--- src/rtl/cpu_ctrl.sv ---
// cpu_ctrl: Moore controller for a simple 16-bit datapath.
//
// Holds the instruction register (IR), decodes it, and sequences the
// register-file / ALU strobes needed to execute one instruction per start.
// Supported: MOV Rn,#imm8; MOV Rd,Rm{sh}; ADD; CMP; AND; MVN Rd,Rm{sh}.
//
// Ports
//   clk        in   rising-edge clock for all state
//   reset      in   synchronous, active-high
//   s          in   start; begins execution of IR when in WAIT
//   load       in   load 'in' into IR (honoured only in WAIT)
//   in[15:0]   in   instruction word
//   w          out  1 while in WAIT (ready)
//   halted     out  1 while in HALT (constant 0 without the macro)
//   dp_in[15:0]out  sign-extended IR[7:0], combinational from IR
//   readnum    out  register-file read address
//   writenum   out  register-file write address
//   write, vsel, asel, bsel, loada, loadb, loadc, loads
//              out  datapath strobes / selects
//   ALUop[1:0] out  00 ADD, 01 SUB, 10 AND, 11 NOT
//   shift[1:0] out  shifter code
//
// Build option
//   CPU_CTRL_ILLEGAL_TRAP_EN: an undefined op traps into HALT (held until
//   reset). Without it an undefined op is a one-cycle NOP back to WAIT.

module cpu_ctrl (
  input  logic        clk,
  input  logic        reset,
  input  logic        s,
  input  logic        load,
  input  logic [15:0] in,
  output logic        w,
  output logic        halted,
  output logic [15:0] dp_in,
  output logic [2:0]  readnum,
  output logic [2:0]  writenum,
  output logic        write,
  output logic        vsel,
  output logic        asel,
  output logic        bsel,
  output logic        loada,
  output logic        loadb,
  output logic        loadc,
  output logic        loads,
  output logic [1:0]  ALUop,
  output logic [1:0]  shift
);

  typedef enum logic [2:0] {
    S_WAIT,
    S_DECODE,
    S_GET_A,
    S_GET_B,
    S_ALU,
    S_WR_IMM,
    S_WR_RD
`ifdef CPU_CTRL_ILLEGAL_TRAP_EN
    , S_HALT
`endif
  } state_t;

  state_t      state, nxt;
  logic [15:0] ir;

  // IR fields
  logic [2:0] op, rn, rd, rm;
  logic [1:0] sub, sh;

  assign op  = ir[15:13];
  assign sub = ir[12:11];
  assign rn  = ir[10:8];
  assign rd  = ir[7:5];
  assign sh  = ir[4:3];
  assign rm  = ir[2:0];

  logic is_mov_imm, is_mov_reg, is_alu, is_cmp, is_mvn;

  assign is_mov_imm = (op == 3'b110) && (sub == 2'b10);
  assign is_mov_reg = (op == 3'b110) && (sub == 2'b00);
  assign is_alu     = (op == 3'b101);
  assign is_cmp     = is_alu && (sub == 2'b01);
  assign is_mvn     = is_alu && (sub == 2'b11);

  assign dp_in = {{8{ir[7]}}, ir[7:0]};
  assign bsel  = 1'b0;

  // Next-state outputs. Outputs are registered, so they are derived from
  // the state being entered rather than the current one; the IR fields are
  // stable whenever a data-dependent state is entered.
  logic       n_w, n_write, n_vsel, n_asel;
  logic       n_loada, n_loadb, n_loadc, n_loads;
  logic [2:0] n_readnum, n_writenum;
  logic [1:0] n_aluop, n_shift;
`ifdef CPU_CTRL_ILLEGAL_TRAP_EN
  logic       n_halted;
`endif

  always_comb begin
    nxt = state;
    unique case (state)
      S_WAIT:   if (s) nxt = S_DECODE;
      S_DECODE: begin
        if (is_mov_imm)                nxt = S_WR_IMM;
        else if (is_mov_reg || is_mvn) nxt = S_GET_B;
        else if (is_alu)               nxt = S_GET_A;
        else begin
`ifdef CPU_CTRL_ILLEGAL_TRAP_EN
          nxt = S_HALT;
`else
          nxt = S_WAIT;
`endif
        end
      end
      S_GET_A:  nxt = S_GET_B;
      S_GET_B:  nxt = S_ALU;
      S_ALU:    nxt = is_cmp ? S_WAIT : S_WR_RD;
      S_WR_IMM: nxt = S_WAIT;
      S_WR_RD:  nxt = S_WAIT;
`ifdef CPU_CTRL_ILLEGAL_TRAP_EN
      S_HALT:   nxt = S_HALT;
`endif
      default:  nxt = S_WAIT;
    endcase
  end

  always_comb begin
    n_w        = 1'b0;
    n_write    = 1'b0;
    n_vsel     = 1'b0;
    n_asel     = 1'b0;
    n_loada    = 1'b0;
    n_loadb    = 1'b0;
    n_loadc    = 1'b0;
    n_loads    = 1'b0;
    n_readnum  = '0;
    n_writenum = '0;
    n_aluop    = '0;
    n_shift    = '0;
`ifdef CPU_CTRL_ILLEGAL_TRAP_EN
    n_halted   = 1'b0;
`endif
    case (nxt)
      S_WAIT:  n_w = 1'b1;
      S_GET_A: begin
        n_readnum = rn;
        n_loada   = 1'b1;
      end
      S_GET_B: begin
        n_readnum = rm;
        n_loadb   = 1'b1;
      end
      S_ALU: begin
        n_shift = sh;
        n_aluop = is_alu ? sub : 2'b00;
        n_asel  = is_mov_reg;
        // CMP only updates the status register; the result is discarded.
        n_loads = is_cmp;
        n_loadc = !is_cmp;
      end
      S_WR_RD: begin
        n_writenum = rd;
        n_write    = 1'b1;
      end
      S_WR_IMM: begin
        n_writenum = rn;
        n_vsel     = 1'b1;
        n_write    = 1'b1;
      end
`ifdef CPU_CTRL_ILLEGAL_TRAP_EN
      S_HALT:  n_halted = 1'b1;
`endif
      default: ;
    endcase
  end

  always_ff @(posedge clk) begin
    if (reset) begin
      state    <= S_WAIT;
      ir       <= '0;
      w        <= 1'b1;
      write    <= 1'b0;
      vsel     <= 1'b0;
      asel     <= 1'b0;
      loada    <= 1'b0;
      loadb    <= 1'b0;
      loadc    <= 1'b0;
      loads    <= 1'b0;
      readnum  <= '0;
      writenum <= '0;
      ALUop    <= '0;
      shift    <= '0;
    end else begin
      state    <= nxt;
      if ((state == S_WAIT) && load) ir <= in;
      w        <= n_w;
      write    <= n_write;
      vsel     <= n_vsel;
      asel     <= n_asel;
      loada    <= n_loada;
      loadb    <= n_loadb;
      loadc    <= n_loadc;
      loads    <= n_loads;
      readnum  <= n_readnum;
      writenum <= n_writenum;
      ALUop    <= n_aluop;
      shift    <= n_shift;
    end
  end

`ifdef CPU_CTRL_ILLEGAL_TRAP_EN
  always_ff @(posedge clk) begin
    if (reset) halted <= 1'b0;
    else       halted <= n_halted;
  end
`else
  assign halted = 1'b0;
`endif

endmodule

--- config.mk ---
export PLATFORM = sky130hd
export DESIGN_NAME = cpu_ctrl
export DESIGN_NICKNAME = d
export VERILOG_FILES = /design/src/rtl/cpu_ctrl.sv
export SDC_FILE = /design/constraint.sdc
export NUM_CORES = 1
export LEC_CHECK = 0
export ABC_AREA = 1
export CAP_MARGIN = 30
export CORE_MARGIN = 3
export CORE_UTILIZATION = 35
export DETAILED_ROUTE_END_ITERATION = 8
export PLACE_DENSITY_LB_ADDON = 0.3
export SLEW_MARGIN = 40
export SYNTH_ARGS = -nofsm -noshare
export SYNTH_HDL_FRONTEND = slang
export SYNTH_SLANG_ARGS = --single-unit
export TNS_END_PERCENT = 50
--- constraint.sdc ---
create_clock -name clk -period 2.75 [get_ports clk]
set_clock_uncertainty 0.05 [all_clocks]
set_input_delay 0.55 -clock clk [delete_from_list [all_inputs] [get_ports clk]]
set_output_delay 0.55 -clock clk [all_outputs]
set_load 0.02 [all_outputs]
Word-level counts from Yosys, hierarchy flattened
Cells that the tools add are included.
{ "totals": {"ff_bits": 37, "input_bits": 20, "output_inout_bits": 36, "wordCells": 56} }
{ "classes": {"n_eq_ne": 14, "n_mux": 13, "bitwise_logic": 2, "n_reduce_logical": 13} }
{ "op_table": {"columns": ["op", "n"], "rows": [
  ["== test 3 bit, second input constant", 6],
  ["one-hot mux 3 bit (5 select lines)", 1],
  ["== test 3 x 2 -> 1 bit, second input constant", 4],
  ["one-hot mux 3 bit (2 select lines)", 2],
  ["two-way mux 3 bit", 3],
  ["zero test 3 bit", 2],
  ["logical AND 1 bit", 5],
  ["two-way mux 1 bit", 5],
  ["== test 2 bit, second input constant", 2],
  ["two-way mux 2 bit", 2],
  ["OR reduction 2 bit", 2],
  ["== test 3 x 1 -> 1 bit, second input constant", 1],
  ["OR reduction 3 bit", 1],
  ["== test 2 x 1 -> 1 bit, second input constant", 1],
  ["zero test 2 bit", 1],
  ["NOT 1 bit", 2],
  ["zero test 1 bit", 1],
  ["logical OR 1 bit", 1]
]} }

Depth between registers and ports, before layout
Gate-level depths: netlist (run 1).
{ "depth": {"word_depth": 9, "ltp_mapped": 9, "mapped_depth_nobuf": 9} }

Worst setup path before layout (run 1)
No wires, ideal clock.
{ "synth_timing": {"kind": "flip-flop to output port", "startpoint": "register ir[7]", "endpoint": "output dp_in[10]", "arrival_time_ns": 0.618, "slack_ns": 1.532, "stages_incl_launch_ff": 2, "path_buffers": 1, "cell_sequence": "dfxtp_1 buf_4"} }
{ "synth_rtl": {"columns": ["item", "line", "source"], "rows": [
  ["start: declaration", "64", "logic [15:0] ir;"],
  ["start signal: assignment", "195", "if ((state == S_WAIT) && load) ir <= in;"],
  ["end: declaration", "35", "output logic [15:0] dp_in,"]
]} }
No word-level cell between the ends.

Worst setup path after layout (run 1)
{ "layout_timing": {"startpoint": "register ir[7]", "endpoint": "output dp_in[12]"} }
No word-level cell between the ends.

==> out/qor.csv, run 1 <==
metric,value,unit
Fin. Hold Viols,0,
Final Instance Count excl. Fillers,272,
Pwr Total,0.00115,W
critical path type,register to primary output,
routed wire length,3030,microns
Synth cell types,22,
post-CTS setup buffers,0,
"worst slack, placed",0.659,ns
Area Overhead vs Synth,36.3,%
placed wire-length estimate,2270,microns
crit path buf inv count,1,
DRC,0,
Finished Core Util,52.2,%
Starting DRT DRC Count,110,
DR vias/cell,4.61,
final setup TNS,0,ns
Pleak,0.822,nW
post-layout worst setup margin,0.716,ns
CP endpoint kind,primary output,
clk_lat worst skew,0.29,ns
dpl cells,264,
FF-to-FF Start,state[0],
RD Place Congestion,0.827,
RSZ-0062 raised after global routing,no,
Placeable Area,3850,sq um
first-pass GRT wire length,5220,microns
Tot GR Track Use,13.3,%
fmax,0.492,GHz
H-Tree Depth,2,
clock tree sinks,37,
# nets final,243,
root buf cell,clkbuf_8,
die area,5030,sq um
R2R cell count,7,
PD cells,572,nW/um^2
hold path start,ir[4],
"commonest non-fill, non-tap cell in the layout",clkdlybuf4s50_1,
Top Ports,56,
Critical Path RT,2.15,ns
"slowest stage delay, CP",0.67,ns
HP Class,register to register,
Starting Density,38.3,%
CP max stage cell,clkdlybuf4s50_1,
Hold Path Sink,shift[1],
post_cts resized,0,
wire length per cell,11.1,microns
top fanout value on the critical path,10,
WHS Path Cells,2,
quantity of I/O buffers inserted on ports,53,
Worst Path Arrival,1.43,ns
cts hold-fix bufs,0,
cells after synthesis,184,
"commonest non-fill, non-tap cells in the layout","clkdlybuf4s50_1 (53), dfxtp_1 (37), nand2_1 (22), inv_1 (22), a21oi_1 (19)",
CTS tree,yes,
Final Max Slew Viols,0,
top cell family by delay on the critical path,buffers and inverters,
layout cells sized above 1,7.14,%
Finish-stage setup viols,0,
vias in the first global route,1203,
DR vias,1255,
clock-pin slew on the worst setup and hold paths,0.07,ns
"Remaining Overflow, GRT",0,
CTS Buffer Depth,2,
largest net degree at the start of global routing,33,
max-cap violation count,0,
ANT nets after route,0,
crit-path cells,clkdlybuf4s50_1,
critical path launch point type,register,
Die Wd,70.9,microns
Final min period,2.03,ns
die height,70.9,microns
period utilization,74.0,%
Ant. Diodes,0,
Mapped Area,1480,sq um
cts bufs inserted,5,
outcome,finished clean,
largest vdd supply drop,0.302,mV
post-synthesis sequential area ratio,50.2,%
synthesis warning total,0,
Syn Area/Cell,8.02,sq um
DRT Pass-1 Iters,5,
RR Endpoint,w,
r2r setup slk,1.35,ns
antenna violations before repair,0,
post-synthesis register bit count,37,
Core Rows,22,
==> layer usage <==
| metal | track usage [%] | vias up | routed length (microns) |
|---|---|---|---|
| met2 | 20.6 | 47 | 1360 |
| li1 | - | 658 | - |
| met5 | 0 | - | 0 |
| met1 | 16.3 | 542 | 1340 |
| met3 | 5.26 | 8 | 262 |
| met4 | 6.26 | 0 | 65 |
==> flip-flops by register name, summed over array words and instances, names as in the netlist, 2 cells and up <==
| signal | cells |
|---|---|
| ALUop | 2 |
| readnum | 3 |
| ir | 16 |
| state | 3 |
| shift | 2 |
| writenum | 3 |
==> where the power goes <==
part           internal, W  switching, W
sequential        0.000561     0.0000199
combinational    0.0000839     0.0000960
clock             0.000203      0.000186
==> how the worst max path moves through the flow <==
stage               startpoint        end  slack [ns]  depth (start not counted)
floorplan                ir[7]  dp_in[10]        1.53                          1
global placement         reset      loads        0.70                          4
detailed placement       reset      loads        0.66                          4
CTS                      ir[7]  dp_in[14]        0.69                          1
global route             ir[7]   dp_in[9]        0.61                          1
finish                   ir[7]  dp_in[12]        0.72                          1
==> worst min-delay path: cells and delay by family, from the launching register on <==
kind	cells	cell delay, ns
AND/OR/NAND/NOR	1	0.05
flip-flops	1	0.31
buffers and inverters	1	0.07
==> cell usage after synthesis <==
library cell / n / share of area [%]
dfxtp_1: 37 / 50
inv_1: 22 / 5.6
nand2_1: 22 / 5.6
buf_4: 20 / 10
a21oi_1: 19 / 6.4
o21ai_1: 14 / 4.7
nor2_1: 13 / 3.3
nand4_1: 10 / 4.2
nand3_1: 6 / 2.0
inv_2: 4 / 1.0
nor3_1: 3 / 1.0
o22ai_1: 3 / 1.3
o21ai_0: 2 / 0.68
a21boi_1: 1 / 0.51
buf_1: 1 / 0.25
buf_2: 1 / 0.34
clkbuf_1: 1 / 0.25
conb_1: 1 / 0.25
nand2_2: 1 / 0.42
nor2_2: 1 / 0.42
nor3_2: 1 / 0.68
o211ai_1: 1 / 0.51
==> through the flow <==
step / hold WS, ns / area, sq um
after floorplan: 0.381 / 1480
after global placement: 0.407 / 1910
after detailed placement: 0.407 / 1910
after CTS: 0.422 / 2010
after global routing: 0.448 / 2010
final: 0.418 / 2010
==> area by class of cell <==
class | count | area (sq um)
repair buffers | 54 | 538
inverters | 26 | 97.6
flip-flops and latches | 37 | 741
multi-input cells | 99 | 478
fillers | 393 | 1840
well taps | 48 | 60.1
clock buffers | 6 | 82.6
clock inverters | 2 | 13.8
==> cell families (layout without fill, tap and decap cells) <==
logic type,Yosys count,count (layout),synth area share [%]
flops,37,37,50.2
compound gates,40,40,14.2
buf+inv,49,88,17.6
other cells,1,2,0.254
simple gates,57,57,17.7
(Power assumes the default switching activity.)
==> inputs of run 2 (changes only) <==
==> constraint.sdc (replaced) <==
create_clock -name clk -period 2 [get_ports clk]
set_clock_uncertainty 0.05 [all_clocks]
set_input_delay 0.4 -clock clk [delete_from_list [all_inputs] [get_ports clk]]
set_output_delay 0.4 -clock clk [all_outputs]
set_load 0.02 [all_outputs]
==> out/qor.csv, run 2 (synthesis gave the netlist of run 1 again) <==
metric,value,unit,change
RSZ-0062 raised after global routing,no,,
RR Endpoint,readnum[2],,
"commonest non-fill, non-tap cells in the layout","clkdlybuf4s50_1 (53), dfxtp_1 (37), nand2_1 (22), inv_1 (22), a21oi_1 (19)",,
fmax,0.531,GHz,
CTS Buffer Depth,2,,unchanged
top fanout value on the critical path,10,,unchanged
cts hold-fix bufs,0,,unchanged
post_cts resized,0,,unchanged
DR vias/cell,4.62,,+0.11%
Starting DRT DRC Count,88,,-20%
max-cap violation count,0,,unchanged
Critical Path RT,1.55,ns,-0.60 ns
Tot GR Track Use,13.2,%,-0.17 points
critical path type,register to primary output,,
top cell family by delay on the critical path,buffers and inverters,,
DR vias,1261,,+0.48%
Pint,0.00113,W,+33%
clock-pin slew on the worst setup and hold paths,0.07,ns,about the same
"Remaining Overflow, GRT",0,,unchanged
Comb power frac,16.1,%,+0.4 points
final setup TNS,0,ns,unchanged
crit path buf inv count,1,,unchanged
Top Ports,56,,unchanged
PD cells,769,nW/um^2,+34%
"commonest non-fill, non-tap cell in the layout",clkdlybuf4s50_1,,
worst hold slack,0.411,ns,-0.00673 ns
Finish-stage setup viols,0,,unchanged
root buf cell,clkbuf_8,,
"slowest stage delay, CP",0.67,ns,about the same
max reg flops,16,,unchanged
Starting Density,38.3,%,unchanged
Ant. Diodes,0,,unchanged
r2r setup slk,0.62,ns,-0.73 ns
Net Switching,0.000412,W,+36%
Area Overhead vs Synth,35.9,%,
cts bufs inserted,5,,unchanged
CP Launch Point,ir[7],,
Pleak,0.821,nW,-0.17%
placed wire-length estimate,2320,microns,+2.2%
largest vdd supply drop,0.277,mV,-8.3%
outcome,finished clean,,
CTS tree,yes,,
wire length per cell,11.4,microns,+2.1%
post-CTS setup buffers,0,,unchanged
HP Class,register to register,,
FF-to-FF Start,state[0],,
layout cells sized above 1,7.11,%,-0.032 points
die area,5030,sq um,unchanged
fillers,389,,-1.0%
critical path launch point type,register,,
Sw Share,26.7,%,+0.44 points
CP max stage cell,clkdlybuf4s50_1,,
clock power share,32.1,%,-1.7 points
quantity of I/O buffers inserted on ports,53,,unchanged
Fin. Hold Viols,0,,unchanged
DRT Pass-1 Iters,4,,-1
Core Rows,22,,unchanged
Top reg by flops,ir,,
vias in the first global route,1186,,-1.4%
Worst path depth,1,,unchanged
R2R cell count,6,,-1
CP endpoint kind,primary output,,
# nets final,244,,+0.41%
largest net degree at the start of global routing,33,,unchanged
DRC,0,,unchanged
RD Place Congestion,0.840,,+1.5%
routed wire length,3100,microns,+2.5%
Placeable Area,3850,sq um,unchanged
H-Tree Depth,2,,unchanged
die height,70.9,microns,unchanged
period utilization,94.2,%,
crit-path cells,clkdlybuf4s50_1,,
Die Wd,70.9,microns,unchanged
clock tree sinks,37,,unchanged
register share of total power,51.9,%,+1.4 points
Worst Path Arrival,1.43,ns,about the same
clk_lat worst skew,0.29,ns,about the same
Final min period,1.88,ns,
Final Max Slew Viols,0,,unchanged
antenna violations before repair,0,,unchanged
ANT nets after route,0,,unchanged
Worst Setup EP,dp_in[13],,
first-pass GRT wire length,5200,microns,-0.40%
run 2: power by group through the flow:
stage	registers, W	clock network, W	logic [W]
floorplan	0.000814	0	0.000172
global placement	0.000816	0	0.000248
detailed placement	0.000816	0	0.000249
CTS	0.000800	0.000520	0.000250
global route	0.000806	0.000550	0.000269
finish	0.000799	0.000494	0.000248
run 2: worst min path at each step:
stage	from	end	slack [ns]	cells past startpoint
final	ir[4]	shift[1]	0.41	2
after global routing	ir[1]	ir[1]	0.45	2
after CTS	ir[4]	shift[1]	0.42	2
after detailed placement	ir[4]	shift[1]	0.41	2
after global placement	ir[1]	ir[1]	0.41	2
after floorplan	ir[3]	shift[0]	0.38	2
run 2: routing by layer:
metal  part of all wire [%]  global-route usage, %
met5                      0                      0
met4                    1.7                   5.64
met3                    8.7                   5.26
met2                     46                   21.4
met1                     43                   15.3
run 2: through the flow:
| step | setup slack [ns] | power (W) | instance area (sq um) | instances | utilization [%] |
|---|---|---|---|---|---|
| floorplan | 0.851 | 0.000986 | 1480 | 185 | - |
| finish | 0.115 | 0.00154 | 2000 | 273 | 52.0 |
| detailed placement | 0.238 | 0.00107 | 1920 | 265 | 49.9 |
| global placement | 0.290 | 0.00106 | 1920 | 265 | 49.9 |
| global route | 0.0110 | 0.00163 | 2000 | 273 | 52.0 |
| CTS | 0.0866 | 0.00157 | 2000 | 273 | 52.0 |
run 2: final cells by class:
| class | count | area (sq um) | share of cell area, % |
|---|---|---|---|
| flip-flops and latches | 37 | 741 | 37.0 |
| repair buffers | 55 | 546 | 27.2 |
| clock buffers | 6 | 72.6 | 3.62 |
| well taps | 48 | 60.1 | 3.00 |
| inverters | 26 | 97.6 | 4.87 |
| multi-input cells | 99 | 478 | 23.8 |
| clock inverters | 2 | 10.0 | 0.499 |
run 2: worst reg2reg max path: cells and delay by family (launching register included):
family / cells / cell delay (ns)
simple gates: 5 / 0.81
flops: 1 / 0.39
buf+inv: 1 / 0.08
